File: src/rtl/ex_muldiv.sv
// rtl/ex_muldiv.sv - RV32M multi-cycle multiply/divide unit for the EX stage.
// Optional macro MULDIV_FAST_MUL_EN: single-cycle multiply; divide stays iterative.
module ex_muldiv #(
  parameter int XLEN  = 32,
  parameter int CNT_W = 6
) (
  input  logic            clk,
  input  logic            rst,
  input  logic [5:0]      stall,
  input  logic [6:0]      ex_opcode,
  input  logic [2:0]      ex_func3,
  input  logic [6:0]      ex_func7,
  input  logic [XLEN-1:0] ex_reg1,
  input  logic [XLEN-1:0] ex_reg2,
  input  logic [4:0]      ex_wd,
  input  logic            ex_wreg,
  output logic            stall_req,
  output logic            md_valid,
  output logic [XLEN-1:0] md_result,
  output logic [4:0]      md_wd,
  output logic            md_wreg
);

  localparam logic NO_STOP = 1'b0;

  typedef enum logic [1:0] {S_IDLE, S_BUSY, S_DONE} state_t;

  state_t              r_state, w_next;
  logic [2*XLEN-1:0]   r_acc;
  logic [XLEN-1:0]     r_opb;
  logic [CNT_W-1:0]    r_cnt;
  logic [2:0]          r_func3;
  logic                r_neg_q, r_neg_r;
  logic [XLEN-1:0]     r_result;
  logic [4:0]          r_wd;
  logic                r_wreg;

  logic                w_is_md, w_is_div, w_sgn1, w_sgn2, w_neg1, w_neg2;
  logic [XLEN-1:0]     w_mag1, w_mag2;
  logic                w_div0, w_ovf, w_special, w_fast;
  logic [XLEN-1:0]     w_special_res, w_fast_res;
  logic [XLEN:0]       w_sum, w_dhi;
  logic                w_ge;
  logic [XLEN-1:0]     w_sub;
  logic [2*XLEN-1:0]   w_mul_next, w_div_next, w_step, w_prod;
  logic [XLEN-1:0]     w_q, w_r, w_fin;
  logic                w_unused_stall;

  assign w_unused_stall = ^{stall[5:4], stall[2:0]};

  // Decode: is_md and operand signedness per func3.
  assign w_is_md  = (ex_opcode == 7'b0110011) && (ex_func7 == 7'b0000001);
  assign w_is_div = ex_func3[2];
  assign w_sgn1   = w_is_div ? ~ex_func3[0] : (ex_func3[1:0] != 2'b11);
  assign w_sgn2   = w_is_div ? ~ex_func3[0] : ~ex_func3[1];
  assign w_neg1   = w_sgn1 & ex_reg1[XLEN-1];
  assign w_neg2   = w_sgn2 & ex_reg2[XLEN-1];
  assign w_mag1   = w_neg1 ? -ex_reg1 : ex_reg1;
  assign w_mag2   = w_neg2 ? -ex_reg2 : ex_reg2;

  assign w_div0    = w_is_div && (ex_reg2 == '0);
  assign w_ovf     = w_is_div && ~ex_func3[0] && (ex_reg1 == {1'b1, {(XLEN-1){1'b0}}})
                     && (ex_reg2 == '1);
  assign w_special = w_div0 | w_ovf;
  always_comb begin
    w_special_res = '0;
    if (ex_func3[1]) w_special_res = w_div0 ? ex_reg1 : '0;
    else             w_special_res = w_div0 ? '1 : {1'b1, {(XLEN-1){1'b0}}};
  end

`ifdef MULDIV_FAST_MUL_EN
  logic [2*XLEN-1:0] w_op1x, w_op2x, w_fprod;
  assign w_op1x     = {{XLEN{w_sgn1 & ex_reg1[XLEN-1]}}, ex_reg1};
  assign w_op2x     = {{XLEN{w_sgn2 & ex_reg2[XLEN-1]}}, ex_reg2};
  assign w_fprod    = w_op1x * w_op2x;
  assign w_fast     = ~w_is_div;
  assign w_fast_res = (ex_func3[1:0] == 2'b00) ? w_fprod[XLEN-1:0] : w_fprod[2*XLEN-1:XLEN];
`else
  assign w_fast     = 1'b0;
  assign w_fast_res = '0;
`endif

  // Shift-add multiply step: acc = {partial_hi, remaining multiplier bits}.
  assign w_sum      = {1'b0, r_acc[2*XLEN-1:XLEN]} + (r_acc[0] ? {1'b0, r_opb} : '0);
  assign w_mul_next = {w_sum, r_acc[XLEN-1:1]};

  // Restoring divide step: acc = {remainder, dividend/quotient bits}.
  assign w_dhi      = r_acc[2*XLEN-1:XLEN-1];
  assign w_ge       = w_dhi >= {1'b0, r_opb};
  assign w_sub      = w_dhi[XLEN-1:0] - r_opb;
  assign w_div_next = w_ge ? {w_sub, r_acc[XLEN-2:0], 1'b1}
                           : {w_dhi[XLEN-1:0], r_acc[XLEN-2:0], 1'b0};

  assign w_step = r_func3[2] ? w_div_next : w_mul_next;
  assign w_prod = r_neg_q ? -w_step : w_step;
  assign w_q    = r_neg_q ? -w_step[XLEN-1:0] : w_step[XLEN-1:0];
  assign w_r    = r_neg_r ? -w_step[2*XLEN-1:XLEN] : w_step[2*XLEN-1:XLEN];

  always_comb begin
    w_fin = '0;
    if (r_func3[2])                w_fin = r_func3[1] ? w_r : w_q;
    else if (r_func3[1:0] == 2'b00) w_fin = w_prod[XLEN-1:0];
    else                           w_fin = w_prod[2*XLEN-1:XLEN];
  end

  always_ff @(posedge clk) begin
    if (rst) r_state <= S_IDLE;
    else     r_state <= w_next;
  end

  always_comb begin
    w_next    = r_state;
    stall_req = 1'b0;
    md_valid  = 1'b0;
    case (r_state)
      S_IDLE: begin
        if (w_is_md) begin
          stall_req = 1'b1;
          w_next    = (w_special || w_fast) ? S_DONE : S_BUSY;
        end
      end
      S_BUSY: begin
        stall_req = 1'b1;
        if (r_cnt == CNT_W'(1)) w_next = S_DONE;
      end
      S_DONE: begin
        md_valid = 1'b1;
        if (stall[3] == NO_STOP) w_next = S_IDLE;
      end
      default: w_next = S_IDLE;
    endcase
  end

  always_ff @(posedge clk) begin
    if (rst) begin
      r_acc    <= '0;
      r_opb    <= '0;
      r_cnt    <= '0;
      r_func3  <= '0;
      r_neg_q  <= 1'b0;
      r_neg_r  <= 1'b0;
      r_result <= '0;
      r_wd     <= '0;
      r_wreg   <= 1'b0;
    end else begin
      case (r_state)
        S_IDLE: begin
          if (w_is_md) begin
            r_func3 <= ex_func3;
            r_wd    <= ex_wd;
            r_wreg  <= ex_wreg;
            r_neg_q <= w_neg1 ^ w_neg2;
            r_neg_r <= w_neg1;
            r_cnt   <= CNT_W'(XLEN);
            r_acc   <= w_is_div ? {{XLEN{1'b0}}, w_mag1} : {{XLEN{1'b0}}, w_mag2};
            r_opb   <= w_is_div ? w_mag2 : w_mag1;
            if (w_special)   r_result <= w_special_res;
            else if (w_fast) r_result <= w_fast_res;
          end
        end
        S_BUSY: begin
          r_acc <= w_step;
          r_cnt <= r_cnt - CNT_W'(1);
          if (r_cnt == CNT_W'(1)) r_result <= w_fin;
        end
        default: ;
      endcase
    end
  end

  assign md_result = md_valid ? r_result : '0;
  assign md_wd     = md_valid ? r_wd : '0;
  assign md_wreg   = md_valid & r_wreg;

endmodule

File: config.mk
export PLATFORM = sky130hd
export DESIGN_NAME = ex_muldiv
export DESIGN_NICKNAME = d
export VERILOG_FILES = /design/src/rtl/ex_muldiv.sv
export SDC_FILE = /design/constraint.sdc
export NUM_CORES = 1
export LEC_CHECK = 0
export ABC_CLOCK_PERIOD_IN_PS = 15600
export CAP_MARGIN = 20
export CORE_ASPECT_RATIO = 0.5
export CORE_MARGIN = 3
export CORE_UTILIZATION = 40
export CTS_BUF_LIST = sky130_fd_sc_hd__clkbuf_4
export DETAILED_ROUTE_END_ITERATION = 8
export DONT_BUFFER_PORTS = 1
export SETUP_SLACK_MARGIN = 0.15
export SLEW_MARGIN = 0
export SYNTH_ARGS = -nofsm -noshare
export SYNTH_HDL_FRONTEND = slang
export SYNTH_SLANG_ARGS = --single-unit
File: constraint.sdc
create_clock -name clk -period 15.6 [get_ports clk]
set_input_delay 0 -clock clk [delete_from_list [all_inputs] [get_ports clk]]
set_output_delay 0 -clock clk [all_outputs]
set_load 0.05 [all_outputs]
Word-level counts from Yosys, hierarchy flattened:

Cells that the tools add are included.

* flip-flop bits (word level): 147
* bits of input ports: 95
* output and inout bits: 40
* word-level logic and storage cells: 87

* $add $sub $neg: 8
* $lt $le $gt $ge: 1
* equality and inequality tests: 12
* multiplexer cells: 36
* bitwise logic cells: 7
* reduce and logical (&&, ||, !) cells: 13

Operator list (count)
* 32-bit 2-to-1 mux: 16
* 64-bit 2-to-1 mux: 4
* 32-bit negator: 4
* 64-bit one-hot mux with 2 select lines: 1
* 32-bit == test (second input constant): 2
* 64-bit negator: 1
* 32-bit one-hot mux with 2 select lines: 1
* 32-bit by 32-bit adder with 33-bit output: 1
* 33-bit by 32-bit greater-or-equal comparator with 1-bit output: 1
* 32-bit logical NOT: 1
* 32-bit subtractor: 1
* 31-bit 2-to-1 mux: 1
* 6-bit one-hot mux with 2 select lines: 1
* 2-bit != test (second input constant): 5
* 2-bit 2-to-1 mux: 4
* 7-bit by 1-bit == test with 1-bit output (second input constant): 1
* 7-bit by 6-bit == test with 1-bit output (second input constant): 1
* 6-bit by 1-bit == test with 1-bit output (second input constant): 1
* 6-bit 2-to-1 mux: 1
* 2-bit one-hot mux with 3 select lines: 1
* 6-bit by 1-bit subtractor with 6-bit output (second input constant): 1
* 1-bit logical AND: 5
* 5-bit 2-to-1 mux: 1
* 2-bit logical NOT: 2
* other kinds (12): 19

Logic depth before layout (Yosys ltp):

Gate-level depths: netlist of the first run.

* depth in word-level cells: 9
* gate-level depth with buffers: 26
* depth with buffers taken out: 21

Least setup slack after synthesis of the first run:

No wires, ideal clock.

* path kind: register -> register
* start: register r_acc[32]
* end: register r_result[24]
* library setup time: 0.088 ns
* data arrival time: 5.379 ns
* required time: 15.512 ns
* slack: 10.132 ns
* stages on the path, launching flop included: 22
* path buffers: 3
* period minus slack after synthesis: 5.468 ns
* cell sequence: dfxtp_1 -> ha_1 -> nor2b_1 -> o21bai_1 -> a211oi_4 -> o311ai_2 -> a21oi_2 -> buf_2 -> buf_2 -> a21oi_1 -> ha_1 -> o211ai_1 -> or4_1 -> nor4_1 -> nand3_1 -> or2_0 -> clkbuf_1 -> or2_1 -> o41ai_2 -> xnor2_1 -> a211o_1 -> a311oi_2

* longest elaborated chain between the ends: 9
* elaborated cells between the ends (all ways): 16
* classes of those cells: 5 x add/sub; 1 x order compare; 10 x mux

Ends and longest elaborated chain
* start: declaration: line 29 `logic [2*XLEN-1:0] r_acc;`
* start signal: assignment: line 155 `r_acc <= w_is_div ? {{XLEN{1'b0}}, w_mag1} : {{XLEN{1'b0}}, w_mag2};`
* start signal: assignment: line 162 `r_acc <= w_step;`
* 32-bit subtractor / 33-bit by 32-bit greater-or-equal comparator with 1-bit output (equally long branches): line 90, 89
* 64-bit 2-to-1 mux: line 91 `assign w_div_next = w_ge ? {w_sub, r_acc[XLEN-2:0], 1'b1}`
* 64-bit 2-to-1 mux (*): line 94 `assign w_step = r_func3[2] ? w_div_next : w_mul_next;`
* 64-bit negator (tied with other cells): line 95 `assign w_prod = r_neg_q ? -w_step : w_step;`
* 64-bit 2-to-1 mux (tied with other cells): line 95
* 32-bit 2-to-1 mux (on tied branches): line 102, 101
* 32-bit 2-to-1 mux (*): line 101 `if (r_func3[2]) w_fin = r_func3[1] ? w_r : w_q;`
* 32-bit 2-to-1 mux (*): line 164 `if (r_cnt == CNT_W'(1)) r_result <= w_fin;`
* 32-bit one-hot mux with 2 select lines (*): line 146 `case (r_state)`
* end signal: assignment: line 157 `if (w_special) r_result <= w_special_res;`
* end signal: assignment: line 158 `else if (w_fast) r_result <= w_fast_res;`
* end signal: assignment: line 164
* end: declaration: line 34 `logic [XLEN-1:0] r_result;`

Every way passes the cells marked *; elsewhere a longest branch is shown, timed or not. The select of a mux whose other input is x is not followed.
A chain may end at the register's enable or synchronous reset.

Worst setup path after layout of the first run:

* start: register r_acc[0]
* end: register r_result[22]

* longest elaborated chain between the ends: 9
* elaborated cells between the ends (all ways): 15
* classes of those cells: 4 x add/sub; 11 x mux

Ends and longest elaborated chain
* 32-bit 2-to-1 mux: line 84 `assign w_sum = {1'b0, r_acc[2*XLEN-1:XLEN]} + (r_acc[0] ? {1'b0, r_opb} : '0);`
* 32-bit by 32-bit adder with 33-bit output: line 84
* 64-bit 2-to-1 mux (*): line 94
* 64-bit negator / 32-bit negator (equally long branches): line 95, 97
* 64-bit 2-to-1 mux / 32-bit 2-to-1 mux (equally long branches): line 95, 97
* 32-bit 2-to-1 mux (on tied branches): line 102, 101
* 32-bit 2-to-1 mux (*): line 101
* 32-bit 2-to-1 mux (*): line 164
* 32-bit one-hot mux with 2 select lines (*): line 146

Marked as above.

==> impl_metrics.csv, run 1 <==
group,metric,value,unit
floorplanning,die_area,44200,um^2
timing,relSlewSlack,0.0900,
placed_design,port_buffers,0,
routing,drc,1,
routing,avgViaCountPerCell,6.44,
power,p_per_area,42.3,nW/um^2
logic_synthesis,synth.distinct_cells,95,
min_path,hp-class,"in2reg",
status,violations,"design-rule violations",
timing,setup_viol,0,
floorplanning,die_height,150,um
routing,first_iter_violations,2712,
global_routing,overflow,0,
routing,routed-via-count,19416,
setup_path,crit_path_start_kind,"register",
clock_network,clkSinkCount,147,
power,p_leak,7.27,nW
logic_synthesis,avgSynthCellArea,6.85,um^2
setup_path,cpPeakStageDelay,1.11,ns
clock_network,cts_inserted_buffers,17,
logic_synthesis,synth_ff_type,"dfxtp_1",
timing,maxSlewViolCount,0,
timing,min_period_over_period,0.439,
clock_network,path_clk_slew,0.17,ns
power,power,0.791,mW
setup_path,endpoint_kind,"register",
global_routing,grt_pass1_vias,17761,
floorplanning,io_pins,135,
global_routing,grt_use_total,0.330,
setup_path,cp.arrival,7.41,ns
timing,min_period,6.85,ns
clock_network,insertion_delay,0.69,ns
timing,rsz0062_at_grt,"no",
global_routing,grt_pass1_wl,111000,um
clock_network,cts_tree,"yes",
cells_and_area,drive_gt1_frac,0.0513,
setup_path,critPathTopFamily,"compound AO/OA/AOI/OAI gates",
status,status,"finished, violations left",
setup_path,path_cells,"buf_4, and2_1, ha_1, a21o_1, a21oi_1, a21boi_0, a41oi_1, xnor2_1, a221oi_1, nand2b_1, nor4_1, nand4_1, o21ai_0, xnor2_1, a221oi_1, a2111oi_0",
clock_network,htreeDepth,4,
clock_network,cts_resized,0,
setup_path,worstPathMaxFanout,25,
timing,setup_tns,0,ns
clock_network,cts_max_path_buffers,2,
logic_synthesis,ys_warn_count,0,
power,ir_worst_vdd,39.0,uV
setup_path,worst_ep_required_time,16.15,ns
flow_run,drv_cap,0,
floorplanning,coreArea,40700,um^2
timing,whs,0.0314,ns
logic_synthesis,ys_seq_area_frac,0.177,
floorplanning,start_util,0.408,
routing,wirelength,74900,um
setup_path,worstSetupPathType,"reg2reg",
cells_and_area,fin_nets,2629,
timing,clock_skew,0.0352,ns
clock_network,clock-root-buffer,"clkbuf_4",
cells_and_area,area_delta_synth_final,12.7,%
routing,wl_per_cell,24.8,um
floorplanning,die_w,294,um
setup_path,cp_slowest_cell,"a221oi_1",
setup_path,cp_num_buf_inv,1,
routing,dr.pass1.iters,8,
floorplanning,num_rows,52,
timing,clock.fmax,146,MHz
placed_design,hpwl,55100,um
logic_synthesis,synthCells,2425,
global_routing,grt_antenna_before_repair,5,
logic_synthesis,syn_nets,2593,
timing,worstMarginPinSlew,1.37,ns
routing,antenna_left,0,
logic_synthesis,netlist_area,16600,um^2
timing,hold_viol,0,
placed_design,routabilityCongestion,1.00,
logic_synthesis,async_reset_ff_frac,0,
logic_synthesis,synth_seq_cells,147,
logic_synthesis,synth_edf_count,0,
global_routing,grt_max_degree,130,
-- path summary, 6_finish.rpt --
check,cells past startpoint,slack [ns],from,to
setup / recovery,16,8.75,r_acc[0]$_SDFFE_PP0P_,r_result[22]$_SDFFE_PP0P_
hold / removal,6,0.03,ex_reg1[1],r_acc[1]$_SDFFE_PP0P_
setup reg to reg,16,8.75,r_acc[0]$_SDFFE_PP0P_,r_result[22]$_SDFFE_PP0P_
hold reg to reg,2,0.45,r_result[19]$_SDFFE_PP0P_,r_result[19]$_SDFFE_PP0P_
-- cell families after synthesis --
logic type,after synthesis,share of synthesized area
AOI/OAI and AO/OA,802,0.315
xor gates and xnor gates,167,0.0880
adders and majority gates,73,0.0559
buffers and inverters,244,0.0569
DFF,147,0.177
muxes,58,0.0360
and+or+nand+nor,934,0.271
-- sequential cells by signal (all words and copies together), names as in the netlist --
name	cells
r_acc	64
r_cnt	6
r_func3	3
r_neg_q	1
r_neg_r	1
r_opb	32
r_result	32
r_state	2
r_wd	5
r_wreg	1
-- layout make-up --
cell class	instances	area, um^2
multi-input combinational	2034	12800
clock inverter	15	206
fill	4219	22000
sequential	147	2950
antenna	1	2.50
clock buffer	17	128
inverter	92	345
timing repair buffer	169	1660
tap	540	676
-- synth_stat cells (all sizes together), types with 15 or more instances --
cell	n	area (um^2)
o31ai	24	185
a221oi	36	340
a22oi	15	113
xnor2	100	876
o211ai	61	458
a21oi	262	1320
or2	15	98.9
dfxtp	147	2940
nand2b	25	156
clkbuf	127	477
buf	25	123
nor4	33	213
nor2b	22	138
a31oi	38	238
o21ai	155	780
a21o	28	210
xor2	67	587
nand2	297	1120
o21a	20	150
ha	71	888
nor2	224	843
nand4	47	309
or3	20	125
a211oi	40	318
and2	80	500
nor3	57	297
nand3	64	320
inv	91	342
mux2i	44	440
-- layer usage --
layer  vias up  track usage  wire length [um]
met2      1114        0.488             30500
met3       159       0.0938              8970
met5         -            0                 7
li1       8974            -                 -
met1      9167        0.457             32500
met4         2        0.118              2840
-- stage by stage --
step	cells	utilization	setup slack, ns	area (um^2)
floorplan	2425	-	10.13	16600
finish	3015	0.460	8.75	18700
global route	3015	0.460	8.44	18700
CTS	3013	0.459	9.06	18700
global placement	2843	0.416	9.15	17000
detailed placement	2843	0.416	9.14	17000
-- worst register-to-register path: cells and delay by family (launching register included) --
family | cells | cell delay [ns]
AO/OA/AOI/OAI | 8 | 3.34
AND/OR/NAND/NOR | 4 | 1.76
flip-flops | 1 | 0.70
buffers and inverters | 1 | 0.37
adder cells (fa/ha/maj) | 1 | 0.28
XOR/XNOR | 2 | 0.28
-- what timing repair did --
action                    4_1_cts  5_1_grt
hold buffers                  138        0
hold endpoints to repair      147        0
buffers inserted                0        0
-- power breakdown --
| part | leakage, nW | internal [mW] | switching (mW) |
|---|---|---|---|
| logic | 5.91 | 0.0453 | 0.0647 |
| registers | 1.18 | 0.376 | 0.0000209 |
| clock network | 0.178 | 0.119 | 0.186 |
| total | 7.27 | 0.540 | 0.251 |
-- cell usage in the layout, fill, tap and decap left out, types with 11 or more instances in the layout --
master / instances
nand2_1: 296
a21oi_1: 261
nor2_1: 222
o21ai_0: 149
dfxtp_1: 145
dlygate4sd3_1: 135
xnor2_1: 100
inv_1: 91
and2_1: 77
ha_1: 71
xor2_1: 67
nand3_1: 64
o211ai_1: 61
nor3_1: 54
nand4_1: 46
mux2i_1: 44
a211oi_1: 38
a31oi_1: 38
nor4_1: 32
a221oi_1: 32
buf_4: 30
a21o_1: 28
nand2b_1: 24
o31ai_1: 23
o21a_1: 20
nor2b_1: 20
or3_1: 20
clkbuf_4: 17
a22oi_1: 15
mux2_2: 14
and3_1: 12
o41ai_1: 11
o221ai_1: 11
or2_2: 11
No activity file was read; power rests on OpenSTA's default activity.
==> run 2: changes to the inputs <==
ABC_CLOCK_PERIOD_IN_PS = 6800   (was 15600)
clock period = 6.8 ns   (was 15.6 ns; I/O delays follow)
==> impl_metrics.csv, run 2 (synthesized netlist as in run 1, its figures left out) <==
group,metric,value,unit
setup_path,cp_slowest_cell,"or4_1",
setup_path,crit_path_start_kind,"register",
timing,maxSlewViolCount,0,
clock_network,cts_tree,"yes",
routing,avgViaCountPerCell,6.45,
placed_design,port_buffers,0,
cells_and_area,fillers,4207,
setup_path,path_cells,"ha_1, nor2b_1, o21bai_1, a211oi_4, o311ai_4, a21oi_2, a21oi_1, ha_1, o211ai_1, or4_1, nor4_1, nand3_1, or2_0, or2_1, o41ai_2, xnor2_1, a211o_1, a311oi_2",
routing,routed-via-count,19701,
floorplanning,die_area,44200,um^2
clock_network,clock-root-buffer,"clkbuf_4",
clock_network,insertion_delay,0.69,ns
cells_and_area,final_cell_mix,"nand2_1 (296), a21oi_1 (261), nor2_1 (222)",
floorplanning,coreArea,40700,um^2
global_routing,overflow,0,
floorplanning,die_w,294,um
cells_and_area,area_delta_synth_final,14.2,%
global_routing,grt_antenna_before_repair,1,
clock_network,cts_max_path_buffers,2,
status,status,"complete, no violations",
setup_path,cpPeakStageDelay,0.68,ns
routing,dr.pass1.iters,7,
setup_path,cp.arrival,6.65,ns
cells_and_area,seq_area,2950,um^2
setup_path,crit_start,"r_acc[32]$_SDFFE_PP0P_",
setup_path,worst_ep_required_time,7.38,ns
cells_and_area,largest_register_ffs,64,
power,p_leak,7.44,nW
routing,wl_per_cell,24.7,um
routing,antenna_left,0,
timing,worstMarginPinSlew,1.07,ns
routing,wirelength,75400,um
global_routing,grt_max_degree,130,
clock_network,postCtsSetupBuffers,0,
clock_network,cts_inserted_buffers,17,
global_routing,grt_pass1_vias,17882,
placed_design,dpl_cell_area,17100,um^2
routing,drc,0,
timing,min_period_over_period,0.892,
power,power,1.70,mW
timing,setup_tns,0,ns
clock_network,path_clk_slew,0.15,ns
global_routing,grt_use_total,0.334,
routing,first_iter_violations,2922,
timing,hold_viol,0,
power,ir_worst_vdd,78.1,uV
setup_path,cp_common_cell,"ha_1",
floorplanning,start_util,0.408,
cells_and_area,largestRegisters,"r_acc (64), r_opb (32), r_result (32)",
cells_and_area,utilization,0.466,
floorplanning,io_pins,135,
floorplanning,die_height,150,um
clock_network,htreeDepth,4,
setup_path,worstSetupPathType,"reg2reg",
power,p_per_area,89.7,nW/um^2
global_routing,grt_pass1_wl,112000,um
floorplanning,num_rows,52,
timing,clock.fmax,165,MHz
min_path,hp-class,"in2reg",
setup_path,reg2reg_from,"r_acc[32]$_SDFFE_PP0P_",
timing,relSlewSlack,0.284,
cells_and_area,multi_input_area,12800,um^2
placed_design,place_ws,0.754,ns
cells_and_area,design_area,19000,um^2
min_path,hold_start,"ex_reg2[31]",
cells_and_area,drive_gt1_frac,0.0597,
placed_design,hpwl,55700,um
timing,min_period,6.07,ns
cells_and_area,regMostFlops,"r_acc",
placed_design,routabilityCongestion,1.00,
timing,setup_viol,0,
flow_run,drv_cap,0,
setup_path,endpoint_kind,"register",
setup_path,worstPathMaxFanout,9,
cells_and_area,fin_nets,2666,
cells_and_area,layout_commonest_cell,"nand2_1",
clock_network,clkSinkCount,147,
timing,timing.final.ws_setup,0.732,ns
timing,rsz0062_at_grt,"no",
timing,clock_skew,0.0427,ns
-- run 2: metrics by stage --
stage / hold WS [ns] / cells
after floorplan: 0.136 / 2425
after global placement: 0.0822 / 2868
after detailed placement: 0.0883 / 2868
after CTS: 0.000840 / 3051
after global routing: 0.0530 / 3052
final: 0.0496 / 3053
-- run 2: final timing paths --
check | depth (start not counted) | slack, ns | end
worst max-delay path | 18 | 0.73 | r_result[24]$_SDFFE_PP0P_
worst min register to register | 2 | 0.44 | r_result[17]$_SDFFE_PP0P_
worst min-delay path | 3 | 0.05 | r_result[9]$_SDFFE_PP0P_
worst max register to register | 18 | 0.73 | r_result[24]$_SDFFE_PP0P_
-- run 2: repair_timing --
| action | 4_1_cts | 5_1_grt |
|---|---|---|
| hold buffers | 151 | 0 |
| hold endpoints to repair | 147 | 0 |
| gates resized for setup | 0 | 1 |
| setup endpoints to repair | 0 | 1 |
-- run 2: cell type report --
type,instances,share of cell area
inverters,92,0.0182
clock inverters,14,0.00679
well taps,540,0.0356
multi-input cells,2034,0.673
flip-flops and latches,147,0.155
diodes,2,0.000264
repair buffers,206,0.104
clock buffers,18,0.00712
-- run 2: worst max-delay path, delay by kind of cell (launching register included) --
family                     cells  cell delay (ns)
and+or+nand+nor                6             2.44
adders and majority gates      2             0.57
xor gates and xnor gates       1             0.13
DFF                            1             0.50
AOI/OAI and AO/OA              9             2.33
-- run 2: layer usage --
metal	wire length, um	global-route usage	vias up
li1	-	-	9034
met2	30900	0.492	1139
met3	9120	0.0905	174
met4	3200	0.129	0
met1	32200	0.463	9354
met5	0	0	-
-- run 2: where the power goes --
group	total, mW	switching (mW)	leakage, nW	internal (mW)
combinational	0.258	0.151	6.12	0.107
clock	0.583	0.395	0.141	0.188
sequential	0.861	0.0000492	1.18	0.861
total	1.70	0.546	7.44	1.16
